--- src/rtl/vcu_timer_pkg.sv ---
// Shared definitions for the VCU timer bank: control word layout, read selector and channel states.
package vcu_timer_pkg;

    localparam int SEL_LSB      = 0;
    localparam int SEL_MSB      = 3;
    localparam int PERIODIC_BIT = 8;
    localparam int ENABLE_BIT   = 9;
    localparam int CLR_BIT      = 10;
    localparam int RSEL_LSB     = 12;
    localparam int RSEL_MSB     = 13;
    localparam int SEL_W        = SEL_MSB - SEL_LSB + 1;

    typedef enum logic [1:0] {
        RS_STATUS = 2'd0,
        RS_COUNT  = 2'd1,
        RS_RELOAD = 2'd2,
        RS_STATE  = 2'd3
    } rsel_e;

    typedef enum logic [1:0] {
        ST_IDLE = 2'd0,
        ST_RUN  = 2'd1,
        ST_DONE = 2'd2
    } tmr_state_e;

endpackage

--- src/rtl/vcu_timer_bank_if.sv ---
// VCU register port: control/wdata write strobes from the CPU, rdata back.
interface vcu_timer_bank_if;
    logic [31:0] vcu_reg_control;
    logic        vcu_reg_control_we;
    logic [31:0] vcu_reg_wdata;
    logic        vcu_reg_wdata_we;
    logic [31:0] vcu_reg_rdata;

    modport master (
        output vcu_reg_control, vcu_reg_control_we, vcu_reg_wdata, vcu_reg_wdata_we,
        input  vcu_reg_rdata
    );

    modport slave (
        input  vcu_reg_control, vcu_reg_control_we, vcu_reg_wdata, vcu_reg_wdata_we,
        output vcu_reg_rdata
    );
endinterface

--- src/rtl/vcu_timer_ch.sv ---
// One countdown channel: IDLE/RUN/DONE with one-shot or periodic reload and a sticky done flag.
module vcu_timer_ch
    import vcu_timer_pkg::*;
#(
    parameter int               CNT_W      = 28,
    parameter logic [CNT_W-1:0] RST_RELOAD = '0
) (
    input  logic             clk,
    input  logic             reset_p,
    input  logic             load,
    input  logic [CNT_W-1:0] load_val,
    input  logic             pause,
    input  logic             resume,
    input  logic             set_mode,
    input  logic             mode_in,
    input  logic             clr_done,
    output logic [CNT_W-1:0] count_o,
    output logic [CNT_W-1:0] reload_o,
    output tmr_state_e       state_o,
    output logic             mode_o,
    output logic             done_o,
    output logic             tick_o
);

    logic [CNT_W-1:0] count_q, count_d;
    logic [CNT_W-1:0] reload_q, reload_d;
    tmr_state_e       state_q, state_d;
    logic             mode_q, mode_d;
    logic             done_q, done_d;
    logic             tick_q, tick_d;

    always_comb begin
        count_d  = count_q;
        reload_d = reload_q;
        state_d  = state_q;
        mode_d   = mode_q;
        done_d   = done_q;
        tick_d   = 1'b0;

        if (set_mode) mode_d = mode_in;
        // Clear is applied before expiry so a coincident expiry leaves done set.
        if (clr_done) done_d = 1'b0;

        case (state_q)
            ST_RUN: begin
                if (pause) begin
                    state_d = ST_IDLE;
                end else if (count_q == '0) begin
                    done_d = 1'b1;
                    tick_d = 1'b1;
                    if (mode_q) count_d = reload_q;
                    else        state_d = ST_DONE;
                end else begin
                    count_d = count_q - CNT_W'(1);
                end
            end
            ST_IDLE: if (resume) state_d = ST_RUN;
            default: ;
        endcase

        // A load overrides everything else on this edge, including an expiry.
        if (load) begin
            reload_d = load_val;
            count_d  = load_val;
            state_d  = ST_RUN;
            done_d   = 1'b0;
            tick_d   = 1'b0;
        end
    end

    always_ff @(posedge clk) begin
        if (reset_p) begin
            count_q  <= '0;
            reload_q <= RST_RELOAD;
            state_q  <= ST_IDLE;
            mode_q   <= 1'b0;
            done_q   <= 1'b0;
            tick_q   <= 1'b0;
        end else begin
            count_q  <= count_d;
            reload_q <= reload_d;
            state_q  <= state_d;
            mode_q   <= mode_d;
            done_q   <= done_d;
            tick_q   <= tick_d;
        end
    end

    assign count_o  = count_q;
    assign reload_o = reload_q;
    assign state_o  = state_q;
    assign mode_o   = mode_q;
    assign done_o   = done_q;
    assign tick_o   = tick_q;

endmodule

--- src/rtl/vcu_timer_bank.sv ---
// Multi-channel countdown timer on the VCU register port; rdata bit 0 in status mode is "timer 0 expired".
module vcu_timer_bank
    import vcu_timer_pkg::*;
#(
    parameter int          NUM_CH         = 4,
    parameter int          CNT_W          = 28,
    parameter logic [31:0] DEFAULT_RELOAD = 32'h2FAF080,
    parameter logic [31:0] SIM_RELOAD     = 32'h10,
    parameter bit          IS_SIMULATION  = 1'b0
) (
    input  logic              clk,
    input  logic              reset_p,
    vcu_timer_bank_if.slave   vcu,
    output logic [NUM_CH-1:0] tick_o
);

    localparam logic [CNT_W-1:0] RST_RELOAD =
        IS_SIMULATION ? CNT_W'(SIM_RELOAD) : CNT_W'(DEFAULT_RELOAD);

    logic [31:0]      ctrl_q, ctrl_d, ctrl_eff;
    logic [SEL_W-1:0] sel_eff, sel_q;
    rsel_e            rsel;
    logic [31:0]      rdata;

    logic [NUM_CH-1:0]            load, pause, resume, set_mode, clr_done;
    logic [NUM_CH-1:0]            mode_a, done_a;
    logic [NUM_CH-1:0][CNT_W-1:0] count_a, reload_a;
    tmr_state_e                   state_a [NUM_CH];

    // A control write takes effect on the same edge, so decode uses the incoming word.
    always_comb begin
        ctrl_eff = vcu.vcu_reg_control_we ? vcu.vcu_reg_control : ctrl_q;
        ctrl_d   = ctrl_q;
        if (vcu.vcu_reg_control_we) begin
            ctrl_d          = vcu.vcu_reg_control;
            ctrl_d[CLR_BIT] = 1'b0;
        end
        sel_eff = ctrl_eff[SEL_MSB:SEL_LSB];
    end

    always_ff @(posedge clk) begin
        if (reset_p) ctrl_q <= '0;
        else         ctrl_q <= ctrl_d;
    end

    for (genvar g = 0; g < NUM_CH; g++) begin : g_ch
        logic hit;
        assign hit         = (sel_eff == SEL_W'(g));
        assign load[g]     = vcu.vcu_reg_wdata_we & hit;
        assign set_mode[g] = vcu.vcu_reg_control_we & hit;
        assign pause[g]    = set_mode[g] & ~ctrl_eff[ENABLE_BIT];
        assign resume[g]   = set_mode[g] &  ctrl_eff[ENABLE_BIT];
        assign clr_done[g] = set_mode[g] &  ctrl_eff[CLR_BIT];

        vcu_timer_ch #(
            .CNT_W      (CNT_W),
            .RST_RELOAD (RST_RELOAD)
        ) u_ch (
            .clk      (clk),
            .reset_p  (reset_p),
            .load     (load[g]),
            .load_val (vcu.vcu_reg_wdata[CNT_W-1:0]),
            .pause    (pause[g]),
            .resume   (resume[g]),
            .set_mode (set_mode[g]),
            .mode_in  (ctrl_eff[PERIODIC_BIT]),
            .clr_done (clr_done[g]),
            .count_o  (count_a[g]),
            .reload_o (reload_a[g]),
            .state_o  (state_a[g]),
            .mode_o   (mode_a[g]),
            .done_o   (done_a[g]),
            .tick_o   (tick_o[g])
        );
    end

    // Out-of-range sel matches no channel, so per-channel reads fall through to zero.
    always_comb begin
        sel_q = ctrl_q[SEL_MSB:SEL_LSB];
        rsel  = rsel_e'(ctrl_q[RSEL_MSB:RSEL_LSB]);
        rdata = '0;
        if (rsel == RS_STATUS) rdata = 32'(done_a);
        for (int i = 0; i < NUM_CH; i++) begin
            if (sel_q == SEL_W'(i)) begin
                case (rsel)
                    RS_COUNT:  rdata = 32'(count_a[i]);
                    RS_RELOAD: rdata = 32'(reload_a[i]);
                    RS_STATE:  rdata = {27'b0, mode_a[i], 2'b0, state_a[i]};
                    default:   ;
                endcase
            end
        end
    end

    assign vcu.vcu_reg_rdata = rdata;

    logic unused_bits;
    assign unused_bits = ^{ctrl_q, ctrl_eff, vcu.vcu_reg_wdata};

endmodule

--- src/flat_wrapper.sv ---
// flat-port wrapper written by rule: the top's interface ports become plain ports
module vcu_timer_bank_flat import vcu_timer_pkg::*;
#(
    parameter int          NUM_CH         = 4,
    parameter int          CNT_W          = 28,
    parameter logic [31:0] DEFAULT_RELOAD = 32'h2FAF080,
    parameter logic [31:0] SIM_RELOAD     = 32'h10,
    parameter bit          IS_SIMULATION  = 1'b0
)
  (clk, reset_p, tick_o, vcu_vcu_reg_control, vcu_vcu_reg_control_we, vcu_vcu_reg_wdata, vcu_vcu_reg_wdata_we, vcu_vcu_reg_rdata);
  vcu_timer_bank_if vcu_i ();
  input  logic clk;
  input  logic reset_p;
  output logic [NUM_CH-1:0] tick_o;
  input wire logic [$bits(vcu_i.vcu_reg_control)-1:0] vcu_vcu_reg_control;
  input wire logic [$bits(vcu_i.vcu_reg_control_we)-1:0] vcu_vcu_reg_control_we;
  input wire logic [$bits(vcu_i.vcu_reg_wdata)-1:0] vcu_vcu_reg_wdata;
  input wire logic [$bits(vcu_i.vcu_reg_wdata_we)-1:0] vcu_vcu_reg_wdata_we;
  output wire logic [$bits(vcu_i.vcu_reg_rdata)-1:0] vcu_vcu_reg_rdata;
  assign vcu_i.vcu_reg_control = vcu_vcu_reg_control;
  assign vcu_i.vcu_reg_control_we = vcu_vcu_reg_control_we;
  assign vcu_i.vcu_reg_wdata = vcu_vcu_reg_wdata;
  assign vcu_i.vcu_reg_wdata_we = vcu_vcu_reg_wdata_we;
  assign vcu_vcu_reg_rdata = vcu_i.vcu_reg_rdata;
  vcu_timer_bank #(.NUM_CH(NUM_CH), .CNT_W(CNT_W), .DEFAULT_RELOAD(DEFAULT_RELOAD), .SIM_RELOAD(SIM_RELOAD), .IS_SIMULATION(IS_SIMULATION)) u_core (.clk(clk), .reset_p(reset_p), .vcu(vcu_i), .tick_o(tick_o));
endmodule
--- config.mk ---
export PLATFORM = sky130hd
export DESIGN_NAME = vcu_timer_bank_flat
export DESIGN_NICKNAME = d
export VERILOG_FILES = /design/src/rtl/vcu_timer_pkg.sv /design/src/rtl/vcu_timer_bank_if.sv /design/src/rtl/vcu_timer_ch.sv /design/src/rtl/vcu_timer_bank.sv /design/src/flat_wrapper.sv
export SDC_FILE = /design/constraint.sdc
export NUM_CORES = 1
export LEC_CHECK = 0
export ABC_AREA = 0
export BUFFER_PORTS_ARGS = -buffer_cell sky130_fd_sc_hd__buf_4
export CAP_MARGIN = 25
export CORE_UTILIZATION = 35
export DETAILED_ROUTE_END_ITERATION = 10
export PLACE_DENSITY = 0.61
export SLEW_MARGIN = 0
export SYNTH_ARGS = -nofsm -noshare
export SYNTH_HDL_FRONTEND = slang
export SYNTH_HIERARCHICAL = 1
export SYNTH_SLANG_ARGS = --single-unit
--- constraint.sdc ---
create_clock -name clk -period 5.36 [get_ports clk]
set_clock_uncertainty 0.1 [all_clocks]
set_input_delay 0 -clock clk [delete_from_list [all_inputs] [get_ports clk]]
set_output_delay 0 -clock clk [all_outputs]
set_load 0.02 [all_outputs]
==> run metrics <==
DR iter-0 viols=about 2.3k; filler cell count=about 4.4k; die height=211 um; post-synthesis simple-gate area fraction=a little under a quarter; CTS tree=yes; syn_area_per_cell=slightly below 8 um2; routed vias/inst=approximately 6.3; clock network power share=roughly 34%; via count=between 15k and 20k; dominant synthesized flop cell=dfxtp_1; CTS max path bufs=3; Die Area=around 45,000 um2; clock insertion delay at the later pin of the skew report=roughly 0.59 ns; pwr dens=approximately 350 nW/um2; initial antenna violation count=0; DP Area=about 16,000 um2; crit path time final=approximately 3.5 ns; ANT nets after route=0; Fmax=~290 MHz; post-route cell area=17,600 um2; fin nets=~2k; Syn Inst Count=~2.0k; combinational power share=roughly 32%; CTS clk-pin slew, worst paths=0.06 ns; top-level I/O count=around 100; switching share of power=36.4%; worst hold slack=-0.00932 ns; 1st-pass router iterations=10; wire per inst=~24 um; WL final=around 60 mm; critical path arrival=3.38 ns; Final Util=40.8%; post-synthesis cell type count=~70; Core ar.=43,200 um2; DRC viols=0; Final Hold Fails=5; CTS H-tree depth=1; multiplexer share of the synthesized area=3.23%; Pleak=about 6.3 nW; final slew viol count=0; flops & latches, synth=roughly 250; Critical Path Source Type=flip-flop; Post-Layout Cell Count=about 2.6k; Worst Hold Class=input port to flip-flop; hpwl dp=40.9 mm; Final period util=around 65%; CTS sink count=between 200 and 300; Slew Limit Headroom=approximately 29%; share of cells above drive strength 1=around 9.8%; Initial Util=a little over a third; grt ovf=0; first-pass GRT wire length=a little over 90 mm; Sequential Power Share=between 30% and 40%; Synth Area in XOR/XNOR=about 3.0%; ANT cells=0; Post-CTS Repair Setup Buffers=0; final setup margin=approximately 1.9 ns; setup TNS=0 ns; row count=76; worst-case vdd ir drop=around 0.26 mV; number of CTS-inserted buffers=29; adder-cell area share of the yosys netlist=less than 1%; Die X=211 um; clock root buffer=clkbuf_16; crit end category=output port; Layout area overhead=14.9%; largest family of logic cells by synthesized area=compound AO/OA/AOI/OAI gates; Setup CP Type=flip-flop to output port; overall power=just over 6 mW; Overall Global Routing Usage=a little over a quarter; I/O Buffers=just over 70; Mapped Area=15,300 um2; RSZ-0062 raised after global routing=false; largest net degree at the start of global routing=between 100 and 150; Async S/R FF share, synth=0%; CP required=around 5.3 ns; Post-synth EDFFs=0; Final setup viols=0; Synth Area in Compound Gates=30.9%; Slew @ Worst Pin=about 1.1 ns; vias in the first global route=about 15k; failing checks=negative hold slack; crit path max fanout=26; Pint=3.89 mW; MaxCap Viol Count=0; NetSw=roughly 2.2 mW; sequential share of the synthesized area=32.9%; yosys warns=6; dpl ws=2.03 ns; RePlAce Congestion=about 0.96; Inst Count DP=around 2.5k; run status=finished with violations
==> cell type report <==
| type | instances | area, um2 | area share (%) |
|---|---|---|---|
| timing repair buffer | 144 | 1270 | 7.23 |
| tap | 585 | 732 | 4.15 |
| multi-input combinational | 1486 | 9410 | 53.4 |
| sequential | 252 | 5040 | 28.6 |
| inverter | 51 | 191 | 1.09 |
| clock buffer | 46 | 910 | 5.16 |
| clock inverter | 7 | 63.8 | 0.362 |
==> power by group through the flow <==
stage          clock [mW]  sequential (mW)  combinational (mW)
4_1_cts              2.09             2.08                1.91
3_5_place_dp            0             2.12                1.87
5_1_grt              2.16             2.10                2.11
6_report             2.06             2.09                1.97
3_3_place_gp            0             2.12                1.85
2_1_floorplan           0             2.08                1.45
==> path summary, 6_finish.rpt <==
| check | from | to | slack [ns] | depth (start not counted) |
|---|---|---|---|---|
| max | u_core/ctrl_q[0] | vcu_vcu_reg_rdata[4] | 1.88 | 4 |
| min reg2reg | u_core/g_ch[2].u_ch/reload_o[12] | u_core/g_ch[2].u_ch/reload_o[12] | 0.37 | 2 |
| min | reset_p | u_core/g_ch[2].u_ch/reload_o[1] | -0.009 | 2 |
| max reg2reg | u_core/ctrl_q[3] | u_core/g_ch[3].u_ch/count_o[26] | 2.01 | 9 |
==> Yosys cell counts, types with 31 or more instances <==
library cell | count | area [um2]
o21ai_0 | 79 | 395
o211ai_1 | 31 | 233
clkbuf_1 | 111 | 417
nor2_1 | 215 | 807
or3_1 | 37 | 231
nand2_1 | 173 | 649
a22oi_1 | 99 | 743
nor4_1 | 45 | 282
nor2b_1 | 33 | 206
o221ai_1 | 31 | 272
a211o_1 | 36 | 315
nand3_1 | 45 | 225
dfxtp_1 | 252 | 5040
a211oi_1 | 46 | 345
mux2i_1 | 45 | 450
a21oi_1 | 122 | 611
inv_1 | 51 | 191
nor3_1 | 53 | 265
==> cell usage in the layout, fill, tap and decap left out, types with 36 or more instances in the layout <==
cell	count
a211o_1	36
a211oi_1	46
a21oi_1	122
a22oi_1	99
buf_4	92
dfxtp_1	252
dlygate4sd3_1	45
inv_1	51
mux2i_1	45
nand2_1	173
nand3_1	45
nor2_1	211
nor3_1	53
nor4_1	45
o21ai_0	79
or3_1	37
==> critical path: stages (launching register included) <==
cell      delay [ns]
dfxtp_1         0.53
or4b_1          0.93
o22a_1          0.36
a222oi_1        0.69
buf_4           0.27
==> kinds of logic after synthesis <==
logic type      Yosys count
fa+ha+maj                 8
other cells               1
mux                      49
compound gates          658
buf+inv                 218
simple gates            715
flops                   252
xor+xnor                 52
==> per-layer routing <==
layer / track usage [%] / vias to the layer above / routed length (um)
met5: 0 / - / 0
met3: 2.79 / 116 / 5470
met1: 38.5 / 7821 / 26800
met4: 13.9 / 0 / 3250
li1: - / 7414 / -
met2: 39.3 / 926 / 26300
==> sequential cells by signal, summed over array words and instances (netlist names) <==
signal                     count
u_core/ctrl_q                  8
u_core/g_ch.u_ch/count_o     112
u_core/g_ch.u_ch/done_o        4
u_core/g_ch.u_ch/mode_o        4
u_core/g_ch.u_ch/reload_o    112
u_core/g_ch.u_ch/state_o       8
u_core/g_ch.u_ch/tick_o        4
==> repair_timing <==
item,4_1_cts,5_1_grt
resized for setup,0,0
endpoints found under the hold margin,244,0
setup endpoints to repair,0,0
hold buffers,45,0
(Power assumes the default switching activity.)
